==> config.mk <==
export PLATFORM = sky130hd
export DESIGN_NAME = encoder_sample_ctrl
export DESIGN_NICKNAME = d
export VERILOG_FILES = /design/src/rtl/encoder_ctrl_pkg.sv /design/src/rtl/sample_period_timer.sv /design/src/rtl/encoder_sample_ctrl.sv
export SDC_FILE = /design/constraint.sdc
export NUM_CORES = 1
export LEC_CHECK = 0
export ABC_AREA = 0
export CAP_MARGIN = 20
export CORE_ASPECT_RATIO = 0.6
export CORE_MARGIN = 10
export CORE_UTILIZATION = 45
export CTS_CLUSTER_SIZE = 10
export DETAILED_ROUTE_END_ITERATION = 16
export PLACE_DENSITY_LB_ADDON = 0.08
export SLEW_MARGIN = 30
export SYNTH_ARGS = -nofsm -noshare
export SYNTH_HDL_FRONTEND = slang
export SYNTH_HIERARCHICAL = 1
export SYNTH_SLANG_ARGS = --single-unit
==> constraint.sdc <==
create_clock -name clk -period 3.8 [get_ports clk]
set_input_delay 0.76 -clock clk [delete_from_list [all_inputs] [get_ports clk]]
set_output_delay 0.76 -clock clk [all_outputs]
set_load 0.02 [all_outputs]
==> src/rtl/encoder_ctrl_pkg.sv <==
// ---------------------------------------------------------------------------
// encoder_ctrl_pkg
// Shared definitions for the encoder sampling controller:
//   - ctrl_state_e    : controller FSM states (IDLE, RUN, CLEAR1, CLEAR2)
//   - COUNT_W_DEFAULT : default width of encoder count / position / delta
//   - TS_W            : width of the optional capture timestamp
//   - zero_allowed()  : states in which a zero request is honoured
// ---------------------------------------------------------------------------
package encoder_ctrl_pkg;

    localparam int COUNT_W_DEFAULT = 32;
    localparam int TS_W            = 32;

    typedef enum logic [1:0] {
        IDLE   = 2'd0,
        RUN    = 2'd1,
        CLEAR1 = 2'd2,
        CLEAR2 = 2'd3
    } ctrl_state_e;

    // Zeroing may only start from a quiescent or sampling state; a request
    // arriving while a clear is already in flight is dropped.
    function automatic logic zero_allowed(input ctrl_state_e s);
        return (s == IDLE) || (s == RUN);
    endfunction

endpackage

==> src/rtl/sample_period_timer.sv <==
// ---------------------------------------------------------------------------
// sample_period_timer
// Counts 0 .. PERIOD-1 while run_i is high and wraps to 0, emitting a one-cycle
// terminal pulse on the PERIOD-1 cycle. restart_i synchronously forces the
// count to 0 and has priority over run_i (no terminal pulse while restarting).
// Ports:
//   clk        in   system clock
//   reset_n    in   asynchronous active-low reset
//   run_i      in   count enable
//   restart_i  in   synchronous restart to 0
//   terminal_o out  high in the cycle the count equals PERIOD-1
// ---------------------------------------------------------------------------
module sample_period_timer #(
    parameter int PERIOD   = 1000,
    parameter int PERIOD_W = 16
) (
    input  logic clk,
    input  logic reset_n,
    input  logic run_i,
    input  logic restart_i,
    output logic terminal_o
);

    localparam logic [PERIOD_W-1:0] LAST = PERIOD_W'(PERIOD - 1);

    logic [PERIOD_W-1:0] timer_q;
    logic [PERIOD_W-1:0] timer_d;
    logic                at_last;

    assign at_last    = (timer_q == LAST);
    assign terminal_o = run_i && !restart_i && at_last;

    always_comb begin
        timer_d = timer_q;
        if (restart_i) begin
            timer_d = '0;
        end else if (run_i) begin
            timer_d = at_last ? '0 : timer_q + 1'b1;
        end
    end

    always_ff @(posedge clk or negedge reset_n) begin
        if (!reset_n) begin
            timer_q <= '0;
        end else begin
            timer_q <= timer_d;
        end
    end

endmodule

==> src/rtl/encoder_sample_ctrl.sv <==
// ---------------------------------------------------------------------------
// encoder_sample_ctrl
// Periodic sampling controller for a quadrature encoder counter. Every PERIOD
// cycles in RUN it snapshots count_in and computes the modulo-2^COUNT_W delta
// since the last delivered sample, presenting both on a valid/ready output.
// A capture that finds the output register occupied is dropped and sets the
// sticky overrun flag; prev is then left alone so the next delivered delta
// covers every elapsed period. zero_req sequences a one-cycle enc_clear pulse
// followed by a settle cycle, after which the delta reference is 0.
//
// Optional feature macro: ENC_TIMESTAMP_EN
//   defined   -> adds sample_ts (free-running cycle counter value at capture)
//   undefined -> no timestamp port or counter
//
// Ports:
//   clk, reset_n      clock, asynchronous active-low reset
//   enable            level: 1 = sampling runs
//   count_in, dir_in  encoder count and direction
//   zero_req          single-cycle request to zero the encoder
//   enc_clear         active-high encoder reset output
//   sample_valid/ready, sample_pos/delta/dir   sample output handshake + data
//   overrun, overrun_clr                        sticky drop flag and its clear
//   sample_ts         (ENC_TIMESTAMP_EN only) capture timestamp
// ---------------------------------------------------------------------------
module encoder_sample_ctrl
    import encoder_ctrl_pkg::*;
#(
    parameter int COUNT_W  = COUNT_W_DEFAULT,
    parameter int PERIOD   = 1000,
    parameter int PERIOD_W = 16
) (
    input  logic               clk,
    input  logic               reset_n,
    input  logic               enable,
    input  logic [COUNT_W-1:0] count_in,
    input  logic               dir_in,
    input  logic               zero_req,
    output logic               enc_clear,
    output logic               sample_valid,
    input  logic               sample_ready,
    output logic [COUNT_W-1:0] sample_pos,
    output logic [COUNT_W-1:0] sample_delta,
    output logic               sample_dir,
    output logic               overrun,
`ifdef ENC_TIMESTAMP_EN
    output logic [TS_W-1:0]    sample_ts,
`endif
    input  logic               overrun_clr
);

    ctrl_state_e        state_q, state_d;
    logic [COUNT_W-1:0] prev_q, prev_d;
    logic               valid_q, valid_d;
    logic [COUNT_W-1:0] pos_q, pos_d;
    logic [COUNT_W-1:0] delta_q, delta_d;
    logic               dir_q, dir_d;
    logic               overrun_q, overrun_d;

    logic timer_run;
    logic timer_restart;
    logic terminal;
    logic capture;
    logic out_free;
    logic capture_load;
    logic zero_go;

    sample_period_timer #(
        .PERIOD   (PERIOD),
        .PERIOD_W (PERIOD_W)
    ) u_timer (
        .clk        (clk),
        .reset_n    (reset_n),
        .run_i      (timer_run),
        .restart_i  (timer_restart),
        .terminal_o (terminal)
    );

    // The output register can take new data if empty or being drained this cycle.
    assign out_free     = !valid_q || sample_ready;
    assign capture_load = capture && out_free;
    assign zero_go      = zero_req && zero_allowed(state_q);

    // Next-state / control
    always_comb begin
        state_d       = state_q;
        timer_run     = 1'b0;
        timer_restart = 1'b0;
        capture       = 1'b0;
        prev_d        = prev_q;

        unique case (state_q)
            IDLE: begin
                timer_restart = 1'b1;
                if (zero_go) begin
                    state_d = CLEAR1;
                end else if (enable) begin
                    prev_d  = count_in;
                    state_d = RUN;
                end
            end
            RUN: begin
                // Zeroing beats a terminal-cycle capture.
                if (zero_go) begin
                    timer_restart = 1'b1;
                    state_d       = CLEAR1;
                end else if (!enable) begin
                    timer_restart = 1'b1;
                    state_d       = IDLE;
                end else begin
                    timer_run = 1'b1;
                    capture   = terminal;
                end
            end
            CLEAR1: begin
                timer_restart = 1'b1;
                state_d       = CLEAR2;
            end
            CLEAR2: begin
                timer_restart = 1'b1;
                prev_d        = '0;
                state_d       = enable ? RUN : IDLE;
            end
            default: begin
                timer_restart = 1'b1;
                state_d       = IDLE;
            end
        endcase

        // A dropped capture must not move prev, so the reference only
        // advances when the sample is actually loaded.
        if (capture_load) begin
            prev_d = count_in;
        end
    end

    // Output register and overrun flag
    always_comb begin
        valid_d   = valid_q;
        pos_d     = pos_q;
        delta_d   = delta_q;
        dir_d     = dir_q;
        overrun_d = overrun_q;

        if (valid_q && sample_ready) begin
            valid_d = 1'b0;
        end
        if (overrun_clr) begin
            overrun_d = 1'b0;
        end

        if (capture_load) begin
            valid_d = 1'b1;
            pos_d   = count_in;
            delta_d = count_in - prev_q;
            dir_d   = dir_in;
        end else if (capture) begin
            overrun_d = 1'b1;   // set wins over a same-cycle clear
        end
    end

    always_ff @(posedge clk or negedge reset_n) begin
        if (!reset_n) begin
            state_q   <= IDLE;
            prev_q    <= '0;
            valid_q   <= 1'b0;
            pos_q     <= '0;
            delta_q   <= '0;
            dir_q     <= 1'b0;
            overrun_q <= 1'b0;
        end else begin
            state_q   <= state_d;
            prev_q    <= prev_d;
            valid_q   <= valid_d;
            pos_q     <= pos_d;
            delta_q   <= delta_d;
            dir_q     <= dir_d;
            overrun_q <= overrun_d;
        end
    end

    // Decoded from the registered state so the pulse is exactly the CLEAR1
    // cycle and drops immediately on async reset.
    assign enc_clear    = (state_q == CLEAR1);
    assign sample_valid = valid_q;
    assign sample_pos   = pos_q;
    assign sample_delta = delta_q;
    assign sample_dir   = dir_q;
    assign overrun      = overrun_q;

`ifdef ENC_TIMESTAMP_EN
    logic [TS_W-1:0] ts_cnt_q;
    logic [TS_W-1:0] ts_q;

    always_ff @(posedge clk or negedge reset_n) begin
        if (!reset_n) begin
            ts_cnt_q <= '0;
            ts_q     <= '0;
        end else begin
            ts_cnt_q <= ts_cnt_q + 1'b1;
            if (capture_load) begin
                ts_q <= ts_cnt_q;
            end
        end
    end

    assign sample_ts = ts_q;
`endif

endmodule

==> results of run 1 <==
-- critical path, cell delays in order --
cell and delay [ps]:
clkdlybuf4s50_1 490, inv_1 60, ha_1 230, fa_1 410, nor2b_1 170, o2111ai_1 150
a211oi_1 410, o21a_1 200, o21ai_0 110, a21oi_1 200, mux2i_1 210, o311ai_0 160
-- final cells by class --
type | instances | share of cell area
Multi-Input combinational cell | 480 | 0.381
Sequential cell | 117 | 0.357
Timing Repair Buffer | 117 | 0.141
Clock buffer | 21 | 0.0573
Tap cell | 192 | 0.0293
Inverter | 44 | 0.0201
Clock inverter | 11 | 0.0151
-- metrics by stage --
stage / total power [mW] / cells / worst slack (ps) / instance area, sq um
4_1_cts: 5.14 / 982 / 552 / 8210
3_3_place_gp: 3.44 / 950 / 266 / 7610
6_report: 5.12 / 982 / 498 / 8210
2_1_floorplan: 2.99 / 671 / 993 / 6320
5_1_grt: 5.45 / 982 / 328 / 8210
3_5_place_dp: 3.49 / 950 / 163 / 7610
-- kinds of logic after synthesis --
group                      after synthesis  synth area share
and+or+nand+nor                        230             0.167
AOI/OAI and AO/OA                      187             0.215
DFF                                    117             0.463
buffers and inverters                   74            0.0463
adders and majority gates               33            0.0665
xor gates and xnor gates                28            0.0388
muxes                                    2           0.00336
-- cells in the mapped netlist (all sizes together), types with 9 or more instances --
library cell / instances / share of area
a21o: 24 / 0.028
a21oi: 24 / 0.021
a22o: 34 / 0.047
a31oi: 10 / 0.0099
and3: 9 / 0.0089
buf: 9 / 0.0077
clkbuf: 21 / 0.012
dfrtp: 117 / 0.46
ha: 32 / 0.063
inv: 44 / 0.026
nand2: 148 / 0.088
nand3: 14 / 0.011
nor2: 11 / 0.0069
o21ai: 48 / 0.038
o31ai: 9 / 0.013
xnor2: 13 / 0.018
xor2: 15 / 0.021
-- worst max-delay path by stage --
stage / startpoint / to
2_1_floorplan: count_in[0] / sample_delta[16]
3_3_place_gp: count_in[12] / sample_delta[29]
3_5_place_dp: count_in[0] / sample_delta[16]
4_1_cts: count_in[0] / sample_delta[16]
5_1_grt: count_in[0] / sample_delta[16]
6_report: count_in[0] / sample_delta[16]
-- cells in the final DEF (no fill, tap or decap), types with 3 or more instances in the layout --
cell type / netlist / layout
a211oi_1: 3 / 3
a21o_1: 24 / 24
a21oi_1: 21 / 20
a21oi_2: 3 / 4
a22o_1: 34 / 34
a31oi_1: 10 / 10
and2_1: 3 / 3
and3_1: 9 / 9
buf_4: 0 / 11
clkbuf_16: 0 / 17
clkbuf_8: 0 / 3
clkdlybuf4s50_1: 0 / 105
clkinv_2: 0 / 3
clkinvlp_4: 0 / 3
dfrtp_1: 117 / 117
ha_1: 32 / 32
inv_1: 43 / 43
nand2_1: 148 / 148
nand2b_1: 7 / 7
nand3_1: 14 / 13
nand4_1: 8 / 8
nor2_1: 10 / 10
nor2b_1: 8 / 8
nor4_1: 6 / 6
nor4b_1: 4 / 4
o21a_1: 6 / 6
o21ai_0: 44 / 44
o21ai_1: 4 / 4
o311ai_0: 4 / 4
o31ai_1: 8 / 8
xnor2_1: 13 / 13
xor2_1: 15 / 15
-- where the power goes --
group | total, mW | internal, mW | leakage [nW] | switching, mW
logic | 1.98 | 0.856 | 1.97 | 1.12
registers | 1.52 | 1.42 | 1.59 | 0.106
clock network | 1.62 | 1.02 | 0.286 | 0.603
-- registers in the layout (all words and copies together), names as in the netlist --
signal           cells
state_q              2
sample_valid         1
u_timer/timer_q     16
sample_delta        32
sample_dir           1
sample_pos          32
prev_q              32
overrun              1
-- layer usage --
| layer | GRT usage | share of wire | vias up |
|---|---|---|---|
| met5 | 0 | 0 | - |
| met2 | 0.254 | 0.41 | 171 |
| met3 | 0.0489 | 0.072 | 15 |
| met1 | 0.260 | 0.51 | 2601 |
| li1 | - | - | 2583 |
| met4 | 0.0492 | 0.0091 | 0 |
==> results.md, run 1 <==
* F_max at approximately 300 MHz
* Post-route antenna net violation count at 0
* Syn nets at ~740
* Core box area at approximately 14000 sq um
* # clock sinks at 117
* Worst reg2reg path depth at 8
* Final WL at approximately 17 mm
* Initial core utilization at 0.461
* # fillers at approximately 1200
* R2R Path Start: u_timer/timer_q[11]
* Slew margin rel. at 0.576
* Clock transition at path regs at approximately 50 ps
* Status: finished clean
* DPL Wire Length at 12.2 mm
* Type of destination of the critical path: register
* Drt pass-1 iters at 5
* Final setup fails at 0
* Area Overhead vs Synth at 29.8%
* Maximum VDD drop at between 0.0003 and 0.0004 V
* Unrepaired setup endpoints after global routing: false
* Row count at 33
* Reg2reg setup slack at 900 ps
* Worst-path fanout max at 2
* Worst-Margin Slew at approximately 630 ps
* Share of async-settable or async-resettable flops after synthesis at 1.00
* Ys Warns at 6
* Die outline area at a little under 20000 sq um
* Final Critical Period at about 3300 ps
* Diode count at 0
* Worst hold slack at approximately 220 ps
* Iter 0 DRT Violations at between 400 and 500
* Mean area per synthesized cell at around 9.4 sq um
* Max-cap viol count at 0
* Layout Skew at around 9.6 ps
* Setup Crit Path Kind: in2reg
* Synth Instances at around 670
* CP Data Required Time at a little over 4000 ps
* Sequential cell area at 2930 sq um
* Clk_lat worst skew at ~410 ps
* Via density at roughly 5.5
* Worst Setup Start Kind: primary input
* # port buffers at ~110
* Final net count at 849
* Most used flip-flop cell after synthesis: dfrtp_1
* Crit path arrival time at roughly 3600 ps
* Remaining DRCs at 0
* Setup Total Neg Slack at 0 ps
* Leak at 3.84 nW
* Final core area utilization at 0.599
* Longest Clk Path Bufs at 2
* Synth Register Bits at between 100 and 150
* Resize count post-CTS at 0
* Total power density per cell area at roughly 620 nW/um^2
* First-pass GRT wire length at approximately 29 mm
* Reg2reg end: sample_delta[16]
* Wire length per cell at 17.4 um
* Gpl congestion at 0.862
* Top Ports at 107
* Post-synth EDFFs at 0
* Num CTS Buffers at 17
* Largest net degree at the start of global routing at 100
* Initial antenna violation count at 0
* Congestion Overflow GR at 0
* Vias in the first global route at around 5400
* CTS tree: yes
* Post-Syn Area at between 6000 and 7000 sq um
* Number of hold buffers added after cts at 0
* Vias at between 5000 and 6000
* Die Wd at 173 um
* Clock root cell: clkbuf_16
* Hold Violations, Final at 0
* Seq/Total Area, Yosys at 0.463
* Postcts setup bufs at 0
* Layout cells sized above 1 at 0.0797
* Die extent in y at between 100 and 150 um
* GRT Util Overall at 0.179
* Ratio of final minimum period to clock period at 0.869
* Yosys cell types at 61
* Hold/Removal Path Class: in2async
* Multi-input logic area at approximately 3100 sq um
* Slew Limit Fails at 0
* CTS H-Tree Depth at 4
No activity file was read; power rests on OpenSTA's default activity.
==> run 2, diff against run 1 <==
--- a/config.mk
+++ b/config.mk
@@ -10,6 +10,7 @@
 export CORE_ASPECT_RATIO = 0.6
 export CORE_MARGIN = 10
 export CORE_UTILIZATION = 45
+export CTS_BUF_LIST = sky130_fd_sc_hd__clkbuf_16
 export CTS_CLUSTER_SIZE = 10
 export DETAILED_ROUTE_END_ITERATION = 16
 export PLACE_DENSITY_LB_ADDON = 0.08
==> run 2 against run 1 <==
Net effect: critical path depth unchanged; sequential power about the same; final cell count unchanged; critical endpoint unchanged.
==> results.md, run 2 (same netlist as run 1, synthesis figures left out) <==
* Total power density per cell area at 618 nW/um^2
* Final WL at approximately 17 mm
* CP Data Required Time at about 4100 ps
* Area Overhead vs Synth at 29.3%
* Vias in the first global route at approximately 5400
* Gpl congestion at 0.862
* Leak at between 3 and 4 nW
* CTS tree: yes
* Resize count post-CTS at 0
* Top Ports at about 110
* Drt pass-1 iters at 5
* Worst-path fanout max at 2
* # clock sinks at ~120
* Maximum VDD drop at about 0.00034 V
* Highest metal used: met4
* Worst-Margin Slew at between 600 and 700 ps
* Status: finished clean
* GRT Util Overall at 0.179
* Row count at 33
* M1 WL at 8.72 mm
* Slew margin rel. at 0.578
* Clk_lat worst skew at ~420 ps
* Initial core utilization at 0.461
* Core box area at around 14000 sq um
* Clock transition at path regs at approximately 60 ps
* WL met3 at 1.18 mm
* # fillers at around 1200
* Remaining DRCs at 0
* Num CTS Buffers at 17
* DPL Wire Length at around 12 mm
* Type of destination of the critical path: register
* Met2 wire len at approximately 7 mm
* Worst hold slack at between 200 and 250 ps
* Most frequent cells in the layout: nand2_1 (148), dfrtp_1 (117), clkdlybuf4s50_1 (105)
* First-pass GRT wire length at 28.7 mm
* Congestion Overflow GR at 0
* Final setup fails at 0
* Final core area utilization at 0.596
* F_max at between 300 and 400 MHz
* Layout cells sized above 1 at 0.0759
* Largest net degree at the start of global routing at 100
* Ratio of final minimum period to clock period at 0.868
* Hold/Removal Path Class: in2async
* Slew Limit Fails at 0
* CTS H-Tree Depth at 4
* Layout Cells excl Fill at approximately 980
* Die outline area at roughly 19000 sq um
* Post-route antenna net violation count at 0
* Layout Skew at 8.18 ps
* Unrepaired setup endpoints after global routing: false
* Placed cells at 950
* Final Power at 5.05 mW
* Iter 0 DRT Violations at 440
* Final Critical Period at about 3300 ps
* Postcts setup bufs at 0
* Worst Setup Start Kind: primary input
* Setup Crit Path Kind: in2reg
* Wire length per cell at between 15 and 20 um
* Longest Clk Path Bufs at 2
* Initial antenna violation count at 0
* # port buffers at around 110
* Setup Total Neg Slack at 0 ps
* Via density at 5.46
* Die Wd at approximately 170 um
* Die extent in y at ~110 um
* Crit path arrival time at 3560 ps
* Hold Violations, Final at 0
* Max-cap viol count at 0
* Number of hold buffers added after cts at 0
* Clock root cell: clkbuf_16
* Leading cell type in the layout, fill and taps excluded: nand2_1
* Final net count at 849
* Diode count at 0
* Vias at between 5000 and 6000
run 2: metrics by stage:
| stage | worst slack, ps | cell area (sq um) |
|---|---|---|
| floorplan | 993 | 6320 |
| global placement | 266 | 7610 |
| detailed placement | 163 | 7610 |
| CTS | 556 | 8180 |
| global route | 331 | 8180 |
| finish | 502 | 8180 |
run 2: cell type report:
cell class | instances | area (sq um) | area share
timing repair buffer | 117 | 1150 | 0.141
clock inverter | 15 | 139 | 0.0170
multi-input combinational | 480 | 3130 | 0.382
tap | 192 | 240 | 0.0294
clock buffer | 17 | 425 | 0.0520
inverter | 44 | 165 | 0.0202
sequential | 117 | 2930 | 0.358
run 2: final timing paths:
kind,startpoint,to,slack (ps),cells past startpoint
setup / recovery,count_in[0],sample_delta[16],500,12
hold / removal,reset_n,sample_pos[14],210,1
setup reg to reg,u_timer/timer_q[11],sample_delta[16],900,8
hold reg to reg,sample_pos[30],sample_pos[30],470,2
max in group asynchronous,reset_n,prev_q[27],2750,2
min in group clk,sample_pos[30],sample_pos[30],470,2
run 2: worst max-delay path: stages:
cell and delay (ps):
clkdlybuf4s50_1 490, inv_1 60, ha_1 240, fa_1 410, nor2b_1 170, o2111ai_1 150, a211oi_1 410, o21a_1 200
o21ai_0 100, a21oi_1 200, mux2i_1 200, o311ai_0 150
run 2: report_power, final:
group | leakage, nW | total, mW | internal [mW] | switching, mW
clock network | 0.273 | 1.56 | 0.955 | 0.604
registers | 1.59 | 1.52 | 1.42 | 0.104
logic | 1.97 | 1.97 | 0.855 | 1.12
total | 3.83 | 5.05 | 3.23 | 1.82
run 2: per-layer routing:
metal / global-route usage / vias up
li1: - / 2581
met1: 0.260 / 2584
met2: 0.251 / 175
met3: 0.0499 / 18
met4: 0.0515 / 0
met5: 0 / -
==> run 3, diff against run 2 <==
--- a/config.mk
+++ b/config.mk
@@ -9,12 +9,12 @@
 export CAP_MARGIN = 20
 export CORE_ASPECT_RATIO = 0.6
 export CORE_MARGIN = 10
-export CORE_UTILIZATION = 45
+export CORE_UTILIZATION = 54
 export CTS_BUF_LIST = sky130_fd_sc_hd__clkbuf_16
 export CTS_CLUSTER_SIZE = 10
 export DETAILED_ROUTE_END_ITERATION = 16
 export PLACE_DENSITY_LB_ADDON = 0.08
-export SLEW_MARGIN = 30
+export SLEW_MARGIN = 20
 export SYNTH_ARGS = -nofsm -noshare
 export SYNTH_HDL_FRONTEND = slang
 export SYNTH_HIERARCHICAL = 1
==> constraint.sdc (replaced) <==
create_clock -name clk -period 3.8 [get_ports clk]
set_input_delay 0.76 -clock clk [delete_from_list [all_inputs] [get_ports clk]]
set_output_delay 0.76 -clock clk [all_outputs]
set_load 0.005 [all_outputs]
==> run 3 against run 2 <==
Net effect: combinational power barely moved; first-iteration DRC count fell by 7.7%; sequential share of layout area barely moved; global-route usage rose by 2.1 points; register-to-register slack barely moved; maximum frequency rose by 1.5%; critical path depth did not move.
==> results.md, run 3 (same netlist as run 1, synthesis figures left out) <==
* Status: finished clean
* Core box area at roughly 11000 sq um
* CP max-delay cell: clkdlybuf4s50_1
* Layout Skew at 6.96 ps
* # port buffers at 106
* Placed cells at approximately 920
* Final Power at about 5 mW
* Max-cap viol count at 0
* Final net count at roughly 850
* Row count at 30
* Num CTS Buffers at 17
* Final setup fails at 0
* Layout Cells excl Fill at between 900 and 1000
* Number of hold buffers added after cts at 0
* Worst hold slack at roughly 430 ps
* Final WL at 16.5 mm
* Postcts setup bufs at 0
* Final Critical Period at roughly 3200 ps
* Initial core utilization at 0.556
* Wire length per cell at 17.4 um
* Slew Limit Fails at 0
* # clock sinks at between 100 and 150
* Gpl congestion at between 0.8 and 0.9
* Unrepaired setup endpoints after global routing: false
* Diode count at 0
* Die extent in y at ~100 um
* Multi-input logic area at between 3000 and 4000 sq um
* First-pass GRT wire length at about 28 mm
* Drt pass-1 iters at 5
* Remaining DRCs at 0
* Die outline area at about 17000 sq um
* Congestion Overflow GR at 0
* Worst Setup Start Kind: primary input
* Vias in the first global route at about 5300
* DPL Wire Length at 11.9 mm
* Die Wd at 160 um
* Hold Violations, Final at 0
* CTS tree: yes
* Clock transition at path regs at ~50 ps
* Setup Crit Path Kind: in2reg
* Worst-Margin Slew at between 800 and 900 ps
* Worst-path fanout max at 2
* Via density at roughly 5.7
* Sequential cell area at just under 3000 sq um
* Post-route antenna net violation count at 0
* Resize count post-CTS at 0
* CP max stage delay at between 400 and 500 ps
* Iter 0 DRT Violations at approximately 400
* Largest net degree at the start of global routing at between 60 and 70
* Leak at 3.85 nW
* Place WS at around 160 ps
* Final worst setup slack at 552 ps
* Hold/Removal Path Class: in2async
* Ratio of final minimum period to clock period at 0.855
* Layout cells sized above 1 at 0.0724
* GRT Util Overall at 0.200
* F_max at around 310 MHz
* Clk_lat worst skew at ~400 ps
* Top Ports at between 100 and 150
* Initial antenna violation count at 0
* Leading cell type in the layout, fill and taps excluded: nand2_1
* Slew margin rel. at 0.457
* Setup Total Neg Slack at 0 ps
* Vias at 5395
* Total power density per cell area at roughly 630 nW/um^2
* CTS H-Tree Depth at 4
* Clock root cell: clkbuf_16
* Crit path arrival time at ~3500 ps
* Area Overhead vs Synth at 29.2%
* CP Data Required Time at 4050 ps
* Sequence of cells on the critical path: clkdlybuf4s50_1, inv_1, ha_1, fa_1, nor2b_1, o2111ai_1, a211oi_1, o21a_1, o21ai_0, a21oi_1, mux2i_1, o311ai_0
* Maximum VDD drop at 0.000398 V
* Longest Clk Path Bufs at 2
* Type of destination of the critical path: register
* Most frequent cells in the layout: nand2_1 (148), dfrtp_1 (117), clkdlybuf4s50_1 (105)
* # fillers at between 800 and 900
==> run 3: changes by cell type in the layout (fill, tap and decap cells not counted), sizes merged <==
| cell | before | now |
|---|---|---|
| bufinv | 2 | 4 |
| inv | 47 | 45 |
| clkinvlp | 3 | 1 |
| buf | 12 | 11 |
==> run 3: cell type report <==
type,count,area share
Tap cell,160,0.0245
Timing Repair Buffer,116,0.142
Sequential cell,117,0.358
Inverter,44,0.0202
Clock inverter,13,0.0204
Clock buffer,17,0.0521
Multi-Input combinational cell,480,0.383
==> run 3: critical path, delay by kind of cell <==
family,cells,cell delay [ps]
AO/OA/AOI/OAI,6,1180
adder cells (fa/ha/maj),2,640
buffers and inverters,2,550
multiplexers,1,210
AND/OR/NAND/NOR,1,170
==> run 3: worst paths after layout <==
kind | startpoint | end | slack (ps) | depth (start not counted)
max | count_in[0] | sample_delta[16] | 550 | 12
min | reset_n | sample_pos[9] | 430 | 1
max reg2reg | u_timer/timer_q[11] | prev_q[10] | 910 | 8
min reg2reg | sample_dir | sample_dir | 470 | 2
max in group asynchronous | reset_n | prev_q[29] | 2600 | 2
min in group clk | sample_dir | sample_dir | 470 | 2
==> run 3: per-stage QoR <==
| stage | instance area, sq um | utilization |
|---|---|---|
| global route | 8170 | 0.718 |
| finish | 8170 | 0.718 |
| floorplan | 6320 | - |
| detailed placement | 7580 | 0.666 |
| CTS | 8170 | 0.718 |
| global placement | 7580 | 0.666 |
==> run 3: metal layers <==
metal,part of all wire,wire length (um),GRT usage,up-vias
met2,0.42,6980,0.282,177
li1,-,-,-,2580
met3,0.076,1250,0.0621,18
met4,0.0093,154,0.0567,0
met1,0.49,8110,0.286,2620
met5,0,0,0,-
==> run 3: power by group <==
part | internal [mW] | leakage, nW | switching [mW]
registers | 1.42 | 1.59 | 0.109
logic | 0.865 | 1.97 | 1.12
clock network | 1.07 | 0.292 | 0.543
total | 3.36 | 3.85 | 1.77
